[src/rtl/mem_port_arbiter_if.sv]
// Request, response and memory-side signals shared by the IF/LS port arbiter.
interface mem_port_arbiter_if #(
  parameter int ADDR_WIDTH = 32,
  parameter int DATA_WIDTH = 32
);
  localparam int BW = $clog2(DATA_WIDTH / 8) + 1;

  logic                  if_req_valid;
  logic [ADDR_WIDTH-1:0] if_req_addr;
  logic                  if_req_ready;
  logic                  if_rsp_valid;
  logic [DATA_WIDTH-1:0] if_rsp_data;
  logic                  if_rsp_err;

  logic                  ls_req_valid;
  logic                  ls_req_write;
  logic [ADDR_WIDTH-1:0] ls_req_addr;
  logic [DATA_WIDTH-1:0] ls_req_wdata;
  logic [BW-1:0]         ls_req_bytes;
  logic                  ls_req_ready;
  logic                  ls_rsp_valid;
  logic [DATA_WIDTH-1:0] ls_rsp_rdata;
  logic                  ls_rsp_err;

  logic                  mem_valid;
  logic                  mem_write;
  logic [ADDR_WIDTH-1:0] mem_addr;
  logic [DATA_WIDTH-1:0] mem_wdata;
  logic [BW-1:0]         mem_bytes;
  logic [DATA_WIDTH-1:0] mem_rdata;
  logic                  mem_done;

  modport slave (
    input  if_req_valid, if_req_addr,
    output if_req_ready, if_rsp_valid, if_rsp_data, if_rsp_err,
    input  ls_req_valid, ls_req_write, ls_req_addr, ls_req_wdata, ls_req_bytes,
    output ls_req_ready, ls_rsp_valid, ls_rsp_rdata, ls_rsp_err,
    output mem_valid, mem_write, mem_addr, mem_wdata, mem_bytes,
    input  mem_rdata, mem_done
  );

  modport master (
    output if_req_valid, if_req_addr,
    input  if_req_ready, if_rsp_valid, if_rsp_data, if_rsp_err,
    output ls_req_valid, ls_req_write, ls_req_addr, ls_req_wdata, ls_req_bytes,
    input  ls_req_ready, ls_rsp_valid, ls_rsp_rdata, ls_rsp_err,
    input  mem_valid, mem_write, mem_addr, mem_wdata, mem_bytes,
    output mem_rdata, mem_done
  );
endinterface

[src/rtl/mem_port_arbiter.sv]
// Round-robin arbiter sharing one memory port between instruction fetch and load/store,
// one transaction outstanding, with a BUSY-state watchdog.
module mem_port_arbiter #(
  parameter int ADDR_WIDTH     = 32,
  parameter int DATA_WIDTH     = 32,
  parameter int TIMEOUT_CYCLES = 255
) (
  input logic              clk,
  input logic              rst,
  mem_port_arbiter_if.slave bus
);
  localparam int DATA_BYTES = DATA_WIDTH / 8;
  localparam int BW         = $clog2(DATA_BYTES) + 1;
  localparam int CW         = (TIMEOUT_CYCLES > 1) ? $clog2(TIMEOUT_CYCLES) : 1;

  typedef enum logic [1:0] {IDLE, BUSY, RESP} state_t;
  typedef enum logic {SRC_IF, SRC_LS} src_t;

  state_t                state;
  src_t                  last_grant;
  src_t                  owner;
  logic [CW-1:0]         cnt;

  logic                  mem_valid_q;
  logic                  mem_write_q;
  logic [ADDR_WIDTH-1:0] mem_addr_q;
  logic [DATA_WIDTH-1:0] mem_wdata_q;
  logic [BW-1:0]         mem_bytes_q;

  logic                  if_rsp_valid_q, if_rsp_err_q;
  logic [DATA_WIDTH-1:0] if_rsp_data_q;
  logic                  ls_rsp_valid_q, ls_rsp_err_q;
  logic [DATA_WIDTH-1:0] ls_rsp_rdata_q;

  logic                  grant_if, grant_ls, bytes_bad, finish;
  logic [DATA_WIDTH-1:0] done_data;

  // Ready is only offered from IDLE; on a tie the requester not granted last time wins.
  always_comb begin
    grant_if = 1'b0;
    grant_ls = 1'b0;
    if (state == IDLE && !rst) begin
      if (bus.if_req_valid && bus.ls_req_valid) begin
        grant_if = (last_grant == SRC_LS);
        grant_ls = (last_grant == SRC_IF);
      end else begin
        grant_if = bus.if_req_valid;
        grant_ls = bus.ls_req_valid;
      end
    end
  end

  assign bytes_bad = (bus.ls_req_bytes == '0) || (bus.ls_req_bytes > BW'(DATA_BYTES));
  assign finish    = bus.mem_done || (cnt == CW'(TIMEOUT_CYCLES - 1));
  assign done_data = (bus.mem_done && !mem_write_q) ? bus.mem_rdata : '0;

  always_ff @(posedge clk) begin
    if (rst) begin
      state          <= IDLE;
      last_grant     <= SRC_LS;
      owner          <= SRC_IF;
      cnt            <= '0;
      mem_valid_q    <= 1'b0;
      mem_write_q    <= 1'b0;
      mem_addr_q     <= '0;
      mem_wdata_q    <= '0;
      mem_bytes_q    <= '0;
      if_rsp_valid_q <= 1'b0;
      if_rsp_err_q   <= 1'b0;
      if_rsp_data_q  <= '0;
      ls_rsp_valid_q <= 1'b0;
      ls_rsp_err_q   <= 1'b0;
      ls_rsp_rdata_q <= '0;
    end else begin
      if_rsp_valid_q <= 1'b0;
      ls_rsp_valid_q <= 1'b0;
      case (state)
        IDLE: begin
          if (grant_if) begin
            owner       <= SRC_IF;
            last_grant  <= SRC_IF;
            mem_write_q <= 1'b0;
            mem_addr_q  <= bus.if_req_addr;
            mem_wdata_q <= '0;
            mem_bytes_q <= BW'(DATA_BYTES);
            cnt         <= '0;
            mem_valid_q <= 1'b1;
            state       <= BUSY;
          end else if (grant_ls) begin
            owner       <= SRC_LS;
            last_grant  <= SRC_LS;
            mem_write_q <= bus.ls_req_write;
            mem_addr_q  <= bus.ls_req_addr;
            mem_wdata_q <= bus.ls_req_wdata;
            mem_bytes_q <= bus.ls_req_write ? bus.ls_req_bytes : BW'(DATA_BYTES);
            cnt         <= '0;
            // Illegal byte counts skip the memory and complete with an error.
            if (bytes_bad) begin
              ls_rsp_valid_q <= 1'b1;
              ls_rsp_rdata_q <= '0;
              ls_rsp_err_q   <= 1'b1;
              state          <= RESP;
            end else begin
              mem_valid_q <= 1'b1;
              state       <= BUSY;
            end
          end
        end
        BUSY: begin
          if (finish) begin
            mem_valid_q <= 1'b0;
            state       <= RESP;
            if (owner == SRC_IF) begin
              if_rsp_valid_q <= 1'b1;
              if_rsp_data_q  <= done_data;
              if_rsp_err_q   <= !bus.mem_done;
            end else begin
              ls_rsp_valid_q <= 1'b1;
              ls_rsp_rdata_q <= done_data;
              ls_rsp_err_q   <= !bus.mem_done;
            end
          end else begin
            cnt <= cnt + 1'b1;
          end
        end
        RESP:    state <= IDLE;
        default: state <= IDLE;
      endcase
    end
  end

  assign bus.if_req_ready = grant_if;
  assign bus.ls_req_ready = grant_ls;
  assign bus.if_rsp_valid = if_rsp_valid_q;
  assign bus.if_rsp_data  = if_rsp_data_q;
  assign bus.if_rsp_err   = if_rsp_err_q;
  assign bus.ls_rsp_valid = ls_rsp_valid_q;
  assign bus.ls_rsp_rdata = ls_rsp_rdata_q;
  assign bus.ls_rsp_err   = ls_rsp_err_q;
  assign bus.mem_valid    = mem_valid_q;
  assign bus.mem_write    = mem_write_q;
  assign bus.mem_addr     = mem_addr_q;
  assign bus.mem_wdata    = mem_wdata_q;
  assign bus.mem_bytes    = mem_bytes_q;
endmodule
[src/flat_wrapper.sv]
// flat-port wrapper written by rule: the top's interface ports become plain ports
module mem_port_arbiter_flat 
#(
  parameter int ADDR_WIDTH     = 32,
  parameter int DATA_WIDTH     = 32,
  parameter int TIMEOUT_CYCLES = 255
)
  (clk, rst, bus_if_req_valid, bus_if_req_addr, bus_if_req_ready, bus_if_rsp_valid, bus_if_rsp_data, bus_if_rsp_err, bus_ls_req_valid, bus_ls_req_write, bus_ls_req_addr, bus_ls_req_wdata, bus_ls_req_bytes, bus_ls_req_ready, bus_ls_rsp_valid, bus_ls_rsp_rdata, bus_ls_rsp_err, bus_mem_valid, bus_mem_write, bus_mem_addr, bus_mem_wdata, bus_mem_bytes, bus_mem_rdata, bus_mem_done);
  mem_port_arbiter_if #(.ADDR_WIDTH(ADDR_WIDTH), .DATA_WIDTH(DATA_WIDTH)) bus_i ();
  input logic clk;
  input logic rst;
  input wire logic [$bits(bus_i.if_req_valid)-1:0] bus_if_req_valid;
  input wire logic [$bits(bus_i.if_req_addr)-1:0] bus_if_req_addr;
  output wire logic [$bits(bus_i.if_req_ready)-1:0] bus_if_req_ready;
  output wire logic [$bits(bus_i.if_rsp_valid)-1:0] bus_if_rsp_valid;
  output wire logic [$bits(bus_i.if_rsp_data)-1:0] bus_if_rsp_data;
  output wire logic [$bits(bus_i.if_rsp_err)-1:0] bus_if_rsp_err;
  input wire logic [$bits(bus_i.ls_req_valid)-1:0] bus_ls_req_valid;
  input wire logic [$bits(bus_i.ls_req_write)-1:0] bus_ls_req_write;
  input wire logic [$bits(bus_i.ls_req_addr)-1:0] bus_ls_req_addr;
  input wire logic [$bits(bus_i.ls_req_wdata)-1:0] bus_ls_req_wdata;
  input wire logic [$bits(bus_i.ls_req_bytes)-1:0] bus_ls_req_bytes;
  output wire logic [$bits(bus_i.ls_req_ready)-1:0] bus_ls_req_ready;
  output wire logic [$bits(bus_i.ls_rsp_valid)-1:0] bus_ls_rsp_valid;
  output wire logic [$bits(bus_i.ls_rsp_rdata)-1:0] bus_ls_rsp_rdata;
  output wire logic [$bits(bus_i.ls_rsp_err)-1:0] bus_ls_rsp_err;
  output wire logic [$bits(bus_i.mem_valid)-1:0] bus_mem_valid;
  output wire logic [$bits(bus_i.mem_write)-1:0] bus_mem_write;
  output wire logic [$bits(bus_i.mem_addr)-1:0] bus_mem_addr;
  output wire logic [$bits(bus_i.mem_wdata)-1:0] bus_mem_wdata;
  output wire logic [$bits(bus_i.mem_bytes)-1:0] bus_mem_bytes;
  input wire logic [$bits(bus_i.mem_rdata)-1:0] bus_mem_rdata;
  input wire logic [$bits(bus_i.mem_done)-1:0] bus_mem_done;
  assign bus_i.if_req_valid = bus_if_req_valid;
  assign bus_i.if_req_addr = bus_if_req_addr;
  assign bus_if_req_ready = bus_i.if_req_ready;
  assign bus_if_rsp_valid = bus_i.if_rsp_valid;
  assign bus_if_rsp_data = bus_i.if_rsp_data;
  assign bus_if_rsp_err = bus_i.if_rsp_err;
  assign bus_i.ls_req_valid = bus_ls_req_valid;
  assign bus_i.ls_req_write = bus_ls_req_write;
  assign bus_i.ls_req_addr = bus_ls_req_addr;
  assign bus_i.ls_req_wdata = bus_ls_req_wdata;
  assign bus_i.ls_req_bytes = bus_ls_req_bytes;
  assign bus_ls_req_ready = bus_i.ls_req_ready;
  assign bus_ls_rsp_valid = bus_i.ls_rsp_valid;
  assign bus_ls_rsp_rdata = bus_i.ls_rsp_rdata;
  assign bus_ls_rsp_err = bus_i.ls_rsp_err;
  assign bus_mem_valid = bus_i.mem_valid;
  assign bus_mem_write = bus_i.mem_write;
  assign bus_mem_addr = bus_i.mem_addr;
  assign bus_mem_wdata = bus_i.mem_wdata;
  assign bus_mem_bytes = bus_i.mem_bytes;
  assign bus_i.mem_rdata = bus_mem_rdata;
  assign bus_i.mem_done = bus_mem_done;
  mem_port_arbiter #(.ADDR_WIDTH(ADDR_WIDTH), .DATA_WIDTH(DATA_WIDTH), .TIMEOUT_CYCLES(TIMEOUT_CYCLES)) u_core (.clk(clk), .rst(rst), .bus(bus_i));
endmodule
[config.mk]
export PLATFORM = sky130hd
export DESIGN_NAME = mem_port_arbiter_flat
export DESIGN_NICKNAME = d
export VERILOG_FILES = /design/src/rtl/mem_port_arbiter_if.sv /design/src/rtl/mem_port_arbiter.sv /design/src/flat_wrapper.sv
export SDC_FILE = /design/constraint.sdc
export NUM_CORES = 1
export LEC_CHECK = 0
export CORE_MARGIN = 3
export CORE_UTILIZATION = 43
export CTS_BUF_LIST = sky130_fd_sc_hd__clkbuf_2 sky130_fd_sc_hd__clkbuf_4 sky130_fd_sc_hd__clkbuf_8
export DETAILED_ROUTE_END_ITERATION = 10
export GPL_TIMING_DRIVEN = 1
export MAX_ROUTING_LAYER = met4
export PLACE_DENSITY = 0.83
export SYNTH_ARGS = -nofsm -noshare
export SYNTH_HDL_FRONTEND = slang
export SYNTH_SLANG_ARGS = --single-unit
[constraint.sdc]
create_clock -name clk -period 2.25 [get_ports clk]
set_input_delay 0.45 -clock clk [delete_from_list [all_inputs] [get_ports clk]]
set_output_delay 0.45 -clock clk [all_outputs]
set_load 0.02 [all_outputs]
Yosys cells after proc, flatten, opt, wreduce, memory -nomap -nowiden
Cells that the tools add are included.

Input bits: 137. Output and inout bits: 139. Bits in registers: 149. Logic and storage cells: 99.

Equality and inequality tests: 10. Add/subtract/negate cells: 1. Reduce and logical (&&, ||, !) cells: 19. $lt $le $gt $ge: 1. Multiplexer cells: 49. Bitwise operators: 4.

Operators by type and width (number): two-way mux 32 bit (10); one-hot mux 32 bit (2 select lines) (1); two-way mux 8 bit (3); two-way mux 1 bit (23); one-hot mux 8 bit (2 select lines) (1); two-way mux 3 bit (3); adder 8 x 1 -> 8 bit, second input constant (1); equality test 8 bit, second input constant (1); two-way mux 2 bit (4); inequality test 2 x 1 -> 1 bit, second input constant (3); inequality test 2 bit, second input constant (3); inequality test 3 bit, second input constant (2); one-hot mux 1 bit (2 select lines) (3); AND reduction 3 bit (2); AND reduction 6 bit (1); inverter 1 bit (4); one-hot mux 2 bit (2 select lines) (1); AND reduction 2 bit (2); AND reduction 4 bit (1); nonzero test 2 bit (2); > comparator 3 bit, second input constant (1); logical AND 1 bit (3); zero test 1 bit (3); zero test 3 bit (1); 4 further kinds (5).

Longest topological paths before layout
Depth after elaboration: 6. Mapped depth: 8. Depth with buffers taken out: 6.

Least setup slack after synthesis
No wires, ideal clock.

Kind: input -> output. Start: input port rst. End: output port bus_ls_req_ready. Buffers on the path: 2. Arrival time: 1.423 ns. Required time: 1.800 ns. Path slack: 0.377 ns. Stages: 5. Path through: buf_2 > a21oi_1 > nand2_1 > inv_2 > clkbuf_1.

Word-level cells in the longest chain between the ends: 3.

RTL lines: start, declared (RTL line flat_wrapper.sv:11) `input logic rst;`; zero test 1 bit (RTL line mem_port_arbiter.sv:42) `if (state == IDLE && !rst) begin`; logical AND 1 bit (RTL line mem_port_arbiter.sv:42); two-way mux 1 bit (RTL line mem_port_arbiter.sv:42); end, declared (RTL line flat_wrapper.sv:23) `output wire logic [$bits(bus_i.ls_req_ready)-1:0] bus_ls_req_ready;`.

Every way passes these cells.

Worst setup path after layout
Start: input port bus_if_req_valid. End: output port bus_ls_req_ready.

Word-level cells in the longest chain between the ends: 3.

RTL lines: start, declared (RTL line flat_wrapper.sv:12) `input wire logic [$bits(bus_i.if_req_valid)-1:0] bus_if_req_valid;`; logical AND 1 bit (RTL line mem_port_arbiter.sv:43) `if (bus.if_req_valid && bus.ls_req_valid) begin`; two-way mux 1 bit (RTL line mem_port_arbiter.sv:43); two-way mux 1 bit (RTL line mem_port_arbiter.sv:42).

Every way passes these cells.

==> results.md <==
* Outcome: finished clean
* Leak at 3.52 nW
* Crit-path max FO at 2
* Critical path capture point type: output port
* Reg clk slew, reported paths at 0.07 ns
* Final GP Congestion at 0.844
* Dpl cells at 1110
* Grt total ovfl at 0
* # diodes at 0
* Worst setup SP type: primary input
* Layout Cells excl Fill at 1142
* Post-synth net total at 830
* Unique masters post-synth at 44
* Initial Util at 44.9%
* Via count at 5951
* Number of max-cap violations at 0
* Detailed Place HPWL at 13700 um
* Top cell type's share of synthesized area at 49.0%
* Fin nets at 1092
* Post-route DRC at 0
* Core Region at 0.0136 mm2
* Fillcell total at 1072
* Max transition margin at 57.2%
* Post-layout total power at 0.00621 W
* Synth warn at 0
* Post-Route Utilization at 70.1%
* Hold crit path type: register to register
* Share of cells above drive strength 1 at 8.07%
* Area added between synthesis and finish at 56.2%
* Netlist area before placement at 0.00609 mm2
* Max-slew violation count at 0
* Die area at 0.0156 mm2
* Post-route ant nets at 0
* # Post-CTS Setup Buffers at 0
* Pwr/cell area at 653 mW/mm2
* RSZ-0062 raised after global routing: false
* Vias in the first global route at 5974
* CP required at 1.80 ns
* Clock Path Buffers at 2
* Tightest Pin Transition at 0.642 ns
* First DRT Iteration DRCs at 355
* FF+latch count, synth at 149
* Cell taking the most area after synthesis: dfxtp_1
* First-pass GRT wire length at 30300 um
* DR WL/cell at 17.1 um
* Final Hold Fails at 0
* Total GRT Usage at 24.7%
* Worst Skew at 0.00736 ns
* I/O pin count at 276
* Peak VDD IR at 0.371 mV
* Post-layout min period at 2.12 ns
* IO buf count at 275
* Die Y at 125 um
* Post-Syn Instances at 691
* Critical path class: primary input to output port
* # setup viols final at 0
* WL final at 19500 um
* Die Wd at 125 um
* Fmax at 472 MHz
* Clock Latency Late Sink at 0.46 ns
* Clock root buffer: clkbuf_8
* Sink Count at 149
* Synthesized area per cell at 8.81 um2
* FP Rows at 42
* Largest net degree at the start of global routing at 70
* Number of antenna violations at the first check in global routing at 0
* Sequential area share after synthesis at 49.0%
* Final Cycle Share at 94.1%
* Htree depth at 4
* CTS tree: done
* Critical Path AT at 1.67 ns
* Top post-synthesis cells by area: dfxtp_1 (49%), nand2b_1 (7.1%), nand2_1 (6.3%)
* Pre-Repair DR Iteration Count at 5
* Reg2reg setup slack at 0.29 ns
* TritonCTS Buffers at 17
* Mean number of vias per cell at 5.21
-- sequential cells by signal (all words and copies together), names as in the netlist --
signal	count
u_core.bus.mem_wdata	32
u_core.bus.if_rsp_err	1
u_core.bus.if_rsp_valid	1
u_core.owner	1
u_core.bus.mem_valid	1
u_core.bus.ls_rsp_err	1
u_core.cnt	8
u_core.bus.mem_addr	32
u_core.bus.if_rsp_data	32
u_core.bus.ls_rsp_valid	1
u_core.bus.mem_write	1
u_core.state	2
u_core.bus.mem_bytes	3
u_core.bus.ls_rsp_rdata	32
u_core.last_grant	1
-- worst max-delay path, stage by stage --
cell and delay (ns):
clkdlybuf4s50_1 0.43, a21oi_1 0.26, nand2_1 0.12, inv_2 0.07, dlygate4sd2_1 0.34
-- synth_stat cells (all sizes together) --
| cell | number |
|---|---|
| or2 | 1 |
| a31oi | 1 |
| o21a | 4 |
| a2111o | 1 |
| o211ai | 2 |
| and4 | 1 |
| dfxtp | 149 |
| a22oi | 33 |
| a211o | 1 |
| mux2i | 33 |
| nor2b | 3 |
| a221oi | 1 |
| and3 | 3 |
| a311oi | 34 |
| a211oi | 3 |
| a21oi | 12 |
| o31ai | 1 |
| clkbuf | 50 |
| nor3b | 3 |
| nand2 | 103 |
| a32oi | 2 |
| nand4 | 33 |
| nor2 | 71 |
| nor3 | 6 |
| buf | 12 |
| nor4 | 3 |
| o21ai | 36 |
| a21boi | 1 |
| nand2b | 69 |
| o32ai | 1 |
| a41oi | 2 |
| ha | 2 |
| nand3 | 8 |
| inv | 6 |
-- timing repair --
item	4_1_cts	5_1_grt
endpoints found under the setup margin	2	0
hold buffers	0	0
resized for setup	3	0
-- power breakdown --
| part | leakage (nW) | internal [W] | switching (W) |
|---|---|---|---|
| Combinational | 2.09 | 0.000572 | 0.000550 |
| Sequential | 1.21 | 0.00275 | 0.0000682 |
| Clock | 0.219 | 0.00125 | 0.00102 |
| Total | 3.52 | 0.00457 | 0.00164 |
-- metrics by stage --
step                TNS (ns)  instance area [um2]  hold slack [ns]  setup WS (ns)
floorplan                  0                 6090            0.467          0.377
global placement       -5.30                 9070            0.450         -0.136
detailed placement     -5.54                 9070            0.464         -0.139
CTS                        0                 9510            0.476          0.150
global route               0                 9510            0.496         0.0656
finish                     0                 9510            0.474          0.132
-- cell usage in the layout (no fill, tap or decap), drive strengths merged, types with 3 or more instances in the layout --
cell type      instances
clkbuf                19
o21a                   4
nor2b                  3
nor2                  71
dfxtp                149
a211oi                 3
buf                   31
nand2                103
nor3                   6
a311oi                34
inv                    6
nand3                  8
nor4                   3
mux2i                 33
and3                   3
nor3b                  3
o21ai                 36
a21oi                 12
a22oi                 33
clkinv                 7
nand2b                69
nand4                 33
clkdlybuf4s50        272
bufinv                 4
-- worst paths after layout --
| path | start | end | cells past startpoint |
|---|---|---|---|
| hold / removal | u_core.bus.ls_rsp_rdata[14] | u_core.bus.ls_rsp_rdata[14] | 2 |
| hold reg to reg | u_core.bus.ls_rsp_rdata[14] | u_core.bus.ls_rsp_rdata[14] | 2 |
| setup / recovery | bus_if_req_valid | bus_ls_req_ready | 5 |
| setup reg to reg | u_core.cnt[1] | u_core.bus.ls_rsp_rdata[0] | 6 |
-- logic make-up after synthesis --
group | after synthesis | synth area share (%)
simple gates | 304 | 24.2
mux | 33 | 5.42
fa+ha+maj | 2 | 0.411
buf+inv | 68 | 5.38
compound gates | 135 | 15.6
flops | 149 | 49.0
-- area by class of cell --
| type | count | area [um2] | share of cell area (%) |
|---|---|---|---|
| multi-input combinational | 474 | 2810 | 29.6 |
| inverter | 6 | 22.5 | 0.237 |
| sequential | 149 | 2980 | 31.4 |
| timing repair buffer | 305 | 3040 | 31.9 |
| tap | 176 | 220 | 2.32 |
| clock buffer | 19 | 255 | 2.68 |
| clock inverter | 13 | 181 | 1.91 |
-- layer usage --
metal | routed length [um] | vias to the layer above | GRT usage [%] | part of all wire [%]
met2 | 9190 | 241 | 39.2 | 47
met1 | 8150 | 2730 | 29.1 | 42
met4 | 514 | 0 | 8.42 | 2.6
met5 | 0 | - | - | 0
met3 | 1630 | 37 | 8.96 | 8.4
li1 | - | 2943 | - | -
Note: power is estimated with default switching activity, not from simulation.
==> patch 1: new RTL, config.mk and constraints unchanged <==
The 3 states of `state_t` get a one-hot encoding in 3 bits.
--- a/src/rtl/mem_port_arbiter.sv
+++ b/src/rtl/mem_port_arbiter.sv
@@ -14,5 +14,5 @@
   localparam int CW         = (TIMEOUT_CYCLES > 1) ? $clog2(TIMEOUT_CYCLES) : 1;
 
-  typedef enum logic [1:0] {IDLE, BUSY, RESP} state_t;
+  typedef enum logic [2:0] {IDLE = 3'b001, BUSY = 3'b010, RESP = 3'b100} state_t;
   typedef enum logic {SRC_IF, SRC_LS} src_t;
 
Formal check against the unedited RTL: no difference found for any inputs over 4 cycles, from zero or initial values and one cycle with rst high; so few cycles prove little.
==> patch 1 against the unedited design <==
Worst hold slack worse by 0.014 ns; combinational power is 9.8% higher; maximum frequency is 0.75% lower; clock power is 8% higher; wire length is 3.9% lower; sequential cell count is 1 higher; worst setup slack worse by 0.016 ns; synthesized area is 1.1% higher; power is 4.9% higher; sequential share of layout area is 0.43 points lower; design area is 2.1% higher; core utilization is 0.48 points lower; global-route usage is 0.79 points lower; largest cell class unchanged; highest routed layer unchanged.
==> patch 1: results (changes against the unedited design) <==
The cell with the biggest individual delay on the critical path is sky130_fd_sc_hd__dfxtp_1 (was sky130_fd_sc_hd__clkdlybuf4s50_1). The share of synthesized area spent on multiplexers was 11.0% (was 5.42%); the sequential area share after synthesis was 48.8% (was 49.0%). The share of cells above drive strength 1 is 11.4% (was 8.07%). The largest fanout on the critical path is 5 (was 2).

Cell types with the highest counts after synthesis: 150 x sky130_fd_sc_hd__dfxtp_1, 74 x sky130_fd_sc_hd__nand2_1, 73 x sky130_fd_sc_hd__nor2_1 (was 149 x sky130_fd_sc_hd__dfxtp_1, 103 x sky130_fd_sc_hd__nand2_1, 71 x sky130_fd_sc_hd__nor2_1). The logs give 52 (was 44) for the number of different library cells in the post-synthesis netlist and 0.00355 uW (was 0.00352 uW) for the leakage power figure. The internal power contribution came out at 4820 uW (was 4570 uW). The cell depth of the worst min-delay path was 2 (unchanged). The run gives 29.7 mm (was 30.3 mm) as the global-route wire length before repair.

The clock-pin slew reported for the worst setup and hold paths after clock tree synthesis was 0.08 ns. The number of nets in the final layout is 1,040 (was 1,092), and the biggest cell delay along the critical path is 0.35 ns (was 0.43 ns). The kind of cell adding the most delay to the critical path is simple AND/OR/NAND/NOR gates (was buffers and inverters). For the clock insertion delay at the later pin of the skew report, the log shows 0.45 ns. The logs give 13.4 mm (was 13.7 mm) for the estimated wirelength of the detail-placed design and 770 (was 830) for the number of nets produced by synthesis. The run finished with clean final reports. The post-route clock period utilization is 94.9% (was 94.1%).

The number of global-route vias before repair was 5,647 (was 5,974); the weighted congestion reported at the end of routability-driven placement was 0.822 (was 0.844). The compound-gate portion of the synthesized area was 20.2% (was 15.6%). The largest clock skew in the final design was 0.0129 ns (was 0.00736 ns). The max-slew headroom at the worst pin is 60.5% (was 57.2%), and the routed wire length is 18.7 mm (was 19.5 mm). The detail-routed via count per cell works out to 5.21 (about the same). The logs give 23.9% (was 24.7%) for the total routing usage reported by global routing and 384 (was 355) for the DRC violation total after the first TritonRoute iteration. The largest net degree at the start of global routing was 81 (was 70).

The adder-cell area share of the yosys netlist works out to 0.406% (was 0.411%).
[patch 1: repair_timing]
action                     in CTS  in global routing
pin swaps                       0                  1
gates resized for setup         5                  1
buffers inserted                0                  2
setup endpoints to repair       2                  2
hold buffers                    0                  0
[patch 1: power by group through the flow]
stage / clock network, uW / logic, uW / registers [uW]
finish: 2450 / 1230 / 2840
global route: 2610 / 1310 / 2860
CTS: 2500 / 1230 / 2840
detailed placement: 0 / 1220 / 2900
global placement: 0 / 1210 / 2900
floorplan: 0 / 459 / 3030
[patch 1: worst register-to-register path, stage by stage (launching register included)]
cell and delay, ns:
sky130_fd_sc_hd__dfxtp_1 0.40, sky130_fd_sc_hd__or3b_4 0.50, sky130_fd_sc_hd__a211o_1 0.37, sky130_fd_sc_hd__o21a_2 0.19, sky130_fd_sc_hd__buf_12 0.17, sky130_fd_sc_hd__o32ai_1 0.22
[patch 1: logic make-up (layout without fill, tap and decap cells)]
group,count (synthesis),after routing
simple gates,187,187
flops,150,150
compound gates,137,137
buf+inv,88,371
mux,67,67
fa+ha+maj,2,2
[patch 1: cell type report]
type | instances | area (um^2)
fill | 1058 | 4230
tap | 180 | 225
clock buffer | 22 | 284
multi-input combinational | 393 | 2810
sequential | 150 | 3000
timing repair buffer | 304 | 3060
inverter | 35 | 131
clock inverter | 10 | 191
[patch 1: path summary, 6_finish.rpt]
path	startpoint	endpoint	slack, ns
setup / recovery	u_core.state[2]	bus_ls_req_ready	0.12
hold / removal	u_core.bus.if_rsp_data[17]	u_core.bus.if_rsp_data[17]	0.46
setup reg to reg	u_core.state[1]	u_core.bus.ls_rsp_rdata[25]	0.32
hold reg to reg	u_core.bus.if_rsp_data[17]	u_core.bus.if_rsp_data[17]	0.46
[patch 1: per-stage QoR]
stage	std cells	power (uW)	setup WS, ns	instance area, um^2
after floorplan	631	3490	0.362	6160
after detailed placement	1060	4120	-0.0382	9220
after global placement	1060	4100	-0.00640	9220
after global routing	1094	6780	0.0108	9710
final	1094	6520	0.116	9710
after CTS	1092	6570	0.0136	9700
[patch 1: metal layers]
metal | share of wire [%] | GRT usage [%] | wire (um)
met5 | 0 | - | 0
met4 | 1.8 | 7.91 | 344
met3 | 7.2 | 5.73 | 1340
met2 | 49 | 38.0 | 9100
met1 | 42 | 30.1 | 7940
==> patch 2: new RTL, config.mk and constraints unchanged <==
Without the edit above. `TIMEOUT_CYCLES` is set to 255 in 2 places; all go to 510.
--- a/src/rtl/mem_port_arbiter.sv
+++ b/src/rtl/mem_port_arbiter.sv
@@ -4,5 +4,5 @@
   parameter int ADDR_WIDTH     = 32,
   parameter int DATA_WIDTH     = 32,
-  parameter int TIMEOUT_CYCLES = 255
+  parameter int TIMEOUT_CYCLES = 510
 ) (
   input logic              clk,
--- a/src/flat_wrapper.sv
+++ b/src/flat_wrapper.sv
@@ -4,5 +4,5 @@
   parameter int ADDR_WIDTH     = 32,
   parameter int DATA_WIDTH     = 32,
-  parameter int TIMEOUT_CYCLES = 255
+  parameter int TIMEOUT_CYCLES = 510
 )
   (clk, rst, bus_if_req_valid, bus_if_req_addr, bus_if_req_ready, bus_if_rsp_valid, bus_if_rsp_data, bus_if_rsp_err, bus_ls_req_valid, bus_ls_req_write, bus_ls_req_addr, bus_ls_req_wdata, bus_ls_req_bytes, bus_ls_req_ready, bus_ls_rsp_valid, bus_ls_rsp_rdata, bus_ls_rsp_err, bus_mem_valid, bus_mem_write, bus_mem_addr, bus_mem_wdata, bus_mem_bytes, bus_mem_rdata, bus_mem_done);
Function: no difference found for any inputs over 4 cycles, from zero or initial values and one cycle with rst high; that may be too few to reach the edited logic, so the function may still have changed.
==> patch 2 against the unedited design <==
Synthesized area down 2.2%; wire length down 6.1%; worst setup slack better by 0.036 ns; maximum frequency up 1.7%; count of clock-buffer cells in the layout up 4; first-iteration DRC count up 15%; core utilization down 1.0 points; power down 5.3%; combinational power up 4%; highest routed layer unchanged; clock skew up 0.0031 ns; sequential cell count up 1; design area down 2.6%.
==> patch 2: results (changes against the unedited design) <==
The post-CTS setup buffer count was 0 (unchanged). Largest vdd supply drop: 0.445 mV (was 0.371 mV). The share of synthesized area spent on multiplexers is 5.38% (was 5.42%), and the share of cells above drive strength 1 is 7.12% (was 8.07%). The tools report the sequential area share after synthesis as 50.4% (was 49.0%).

The run gives 1.63 ns (was 1.67 ns) as the signal arrival time at the worst endpoint. The total routing usage reported by global routing was 24.0% (was 24.7%). Cell types with the highest counts after synthesis: 169 x sky130_fd_sc_hd__nand2_1, 150 x sky130_fd_sc_hd__dfxtp_1, 79 x sky130_fd_sc_hd__nor2_1 (was 149 x sky130_fd_sc_hd__dfxtp_1, 103 x sky130_fd_sc_hd__nand2_1, 71 x sky130_fd_sc_hd__nor2_1).

The global-route wire length before repair is 28.0 mm (was 30.3 mm), and the number of global-route vias before repair is 5,646 (was 5,974). The biggest cell delay along the critical path is 0.52 ns (was 0.43 ns). The kind of cell adding the most delay to the critical path was buffers and inverters (unchanged). The flow ran to the end, and the final reports show no timing, DRC or antenna violations.

Largest cells by area after synthesis: sky130_fd_sc_hd__dfxtp_1 50%, sky130_fd_sc_hd__nand2_1 11%, sky130_fd_sc_hd__mux2i_1 5.4% (was sky130_fd_sc_hd__dfxtp_1 49%, sky130_fd_sc_hd__nand2b_1 7.1%, sky130_fd_sc_hd__nand2_1 6.3%). Routed wire length: 18.3 mm (was 19.5 mm). Detail-routed via count per cell: 5.14 (was 5.21). The beginning of the worst hold path is u_core.bus.ls_rsp_err (was u_core.bus.ls_rsp_rdata[14]).

The largest net degree at the start of global routing was 66 (was 70); the compound-gate portion of the synthesized area was 15.7% (was 15.6%). The number of nets produced by synthesis was 836 (was 830); the fill cell total of the finished layout was 1,054 (was 1,072). The run gives 59.1% (was 57.2%) as the max-slew headroom at the worst pin. The launching element of the worst setup path is bus_if_req_valid (unchanged). The largest clock skew in the final design came out at 0.0104 ns (was 0.00736 ns).

The type of the most critical hold path was reg2reg (unchanged). The leakage power figure came out at 0.00348 uW (was 0.00352 uW). The parity-gate share of the synthesized area counting xor and xnor cells is 0.147% (was 0%), and the area of placed instances is 8920 um^2 (was 9070 um^2). The largest fanout on the critical path was 4 (was 2); the summed area of non-filler cells in the final layout was 9260 um^2 (was 9510 um^2). The number of optimization iterations in the first detailed-route pass is 5 (unchanged). The DRC violation total after the first TritonRoute iteration is 410 (was 355). The adder-cell area share of the yosys netlist is 0.420% (was 0.411%). The number of different library cells in the post-synthesis netlist is 51 (was 44), and the estimated wirelength of the detail-placed design is 13.0 mm (was 13.7 mm). The CTS buffer count is 17 (unchanged), and the number of nets in the final layout is 1,099 (was 1,092).

For the weighted congestion reported at the end of routability-driven placement, the log shows 0.836 (was 0.844).
==> patch 2: cell count changes after synthesis, sizes merged, moves of 7 or more <==
cell,delta
nor2,+9
o21ai,+7
nand3,+29
clkbuf,-25
nand2b,-67
nand2,+67
nand4,-30
buf,+19
==> patch 2: cells by family (layout without fill, tap and decap cells) <==
group / count (synthesis) / in the layout
AO/OA/AOI/OAI: 133 / 133
flip-flops: 150 / 150
multiplexers: 32 / 32
XOR/XNOR: 1 / 1
buffers and inverters: 65 / 337
AND/OR/NAND/NOR: 314 / 314
adder cells (fa/ha/maj): 2 / 2
==> patch 2: what timing repair did <==
| item | 4_1_cts | 5_1_grt |
|---|---|---|
| hold buffers | 0 | 0 |
| hold endpoints to repair | 0 | 0 |
| gates resized for setup | 1 | 0 |
| endpoints found under the setup margin | 1 | 0 |
==> patch 2: metrics by stage <==
| stage | setup TNS, ns | worst slack [ns] | hold slack [ns] | total power (uW) | std cells |
|---|---|---|---|---|---|
| 6_report | 0 | 0.168 | 0.446 | 5880 | 1145 |
| 3_3_place_gp | -0.0945 | -0.0945 | 0.431 | 4060 | 1117 |
| 5_1_grt | 0 | 0.105 | 0.430 | 6140 | 1145 |
| 2_1_floorplan | 0 | 0.468 | 0.446 | 3460 | 697 |
| 3_5_place_dp | -0.0866 | -0.0866 | 0.436 | 4080 | 1117 |
| 4_1_cts | 0 | 0.163 | 0.423 | 5940 | 1145 |
==> patch 2: power by group <==
part	total, uW	internal, uW	switching [uW]
sequential	2840	2780	67.8
clock	1870	950	915
combinational	1170	592	582
==> patch 2: cell type report <==
| class | instances | share of cell area [%] |
|---|---|---|
| Tap cell | 176 | 2.38 |
| Clock inverter | 5 | 0.567 |
| Clock buffer | 23 | 3.15 |
| Timing Repair Buffer | 300 | 32.7 |
| Inverter | 9 | 0.365 |
| Multi-Input combinational cell | 482 | 28.4 |
| Sequential cell | 150 | 32.4 |
==> patch 2: path summary, 6_finish.rpt <==
| check | endpoint | cells after the start |
|---|---|---|
| min | u_core.bus.ls_rsp_err | 2 |
| min reg2reg | u_core.bus.ls_rsp_err | 2 |
| max | bus_if_req_ready | 5 |
| max reg2reg | u_core.cnt[8] | 8 |
==> patch 2: metal layers <==
layer	up-vias	global-route usage [%]	share of wire, %
met1	2714	29.4	42
met4	0	9.55	2.4
met2	221	37.4	49
met5	-	-	0
li1	2920	-	-
met3	29	6.86	6.4
==> patch 2: tightest hold or removal path: stages (launching register included) <==
cell and delay [ns]:
sky130_fd_sc_hd__dfxtp_1 0.31, sky130_fd_sc_hd__inv_1 0.04, sky130_fd_sc_hd__a21oi_1 0.05
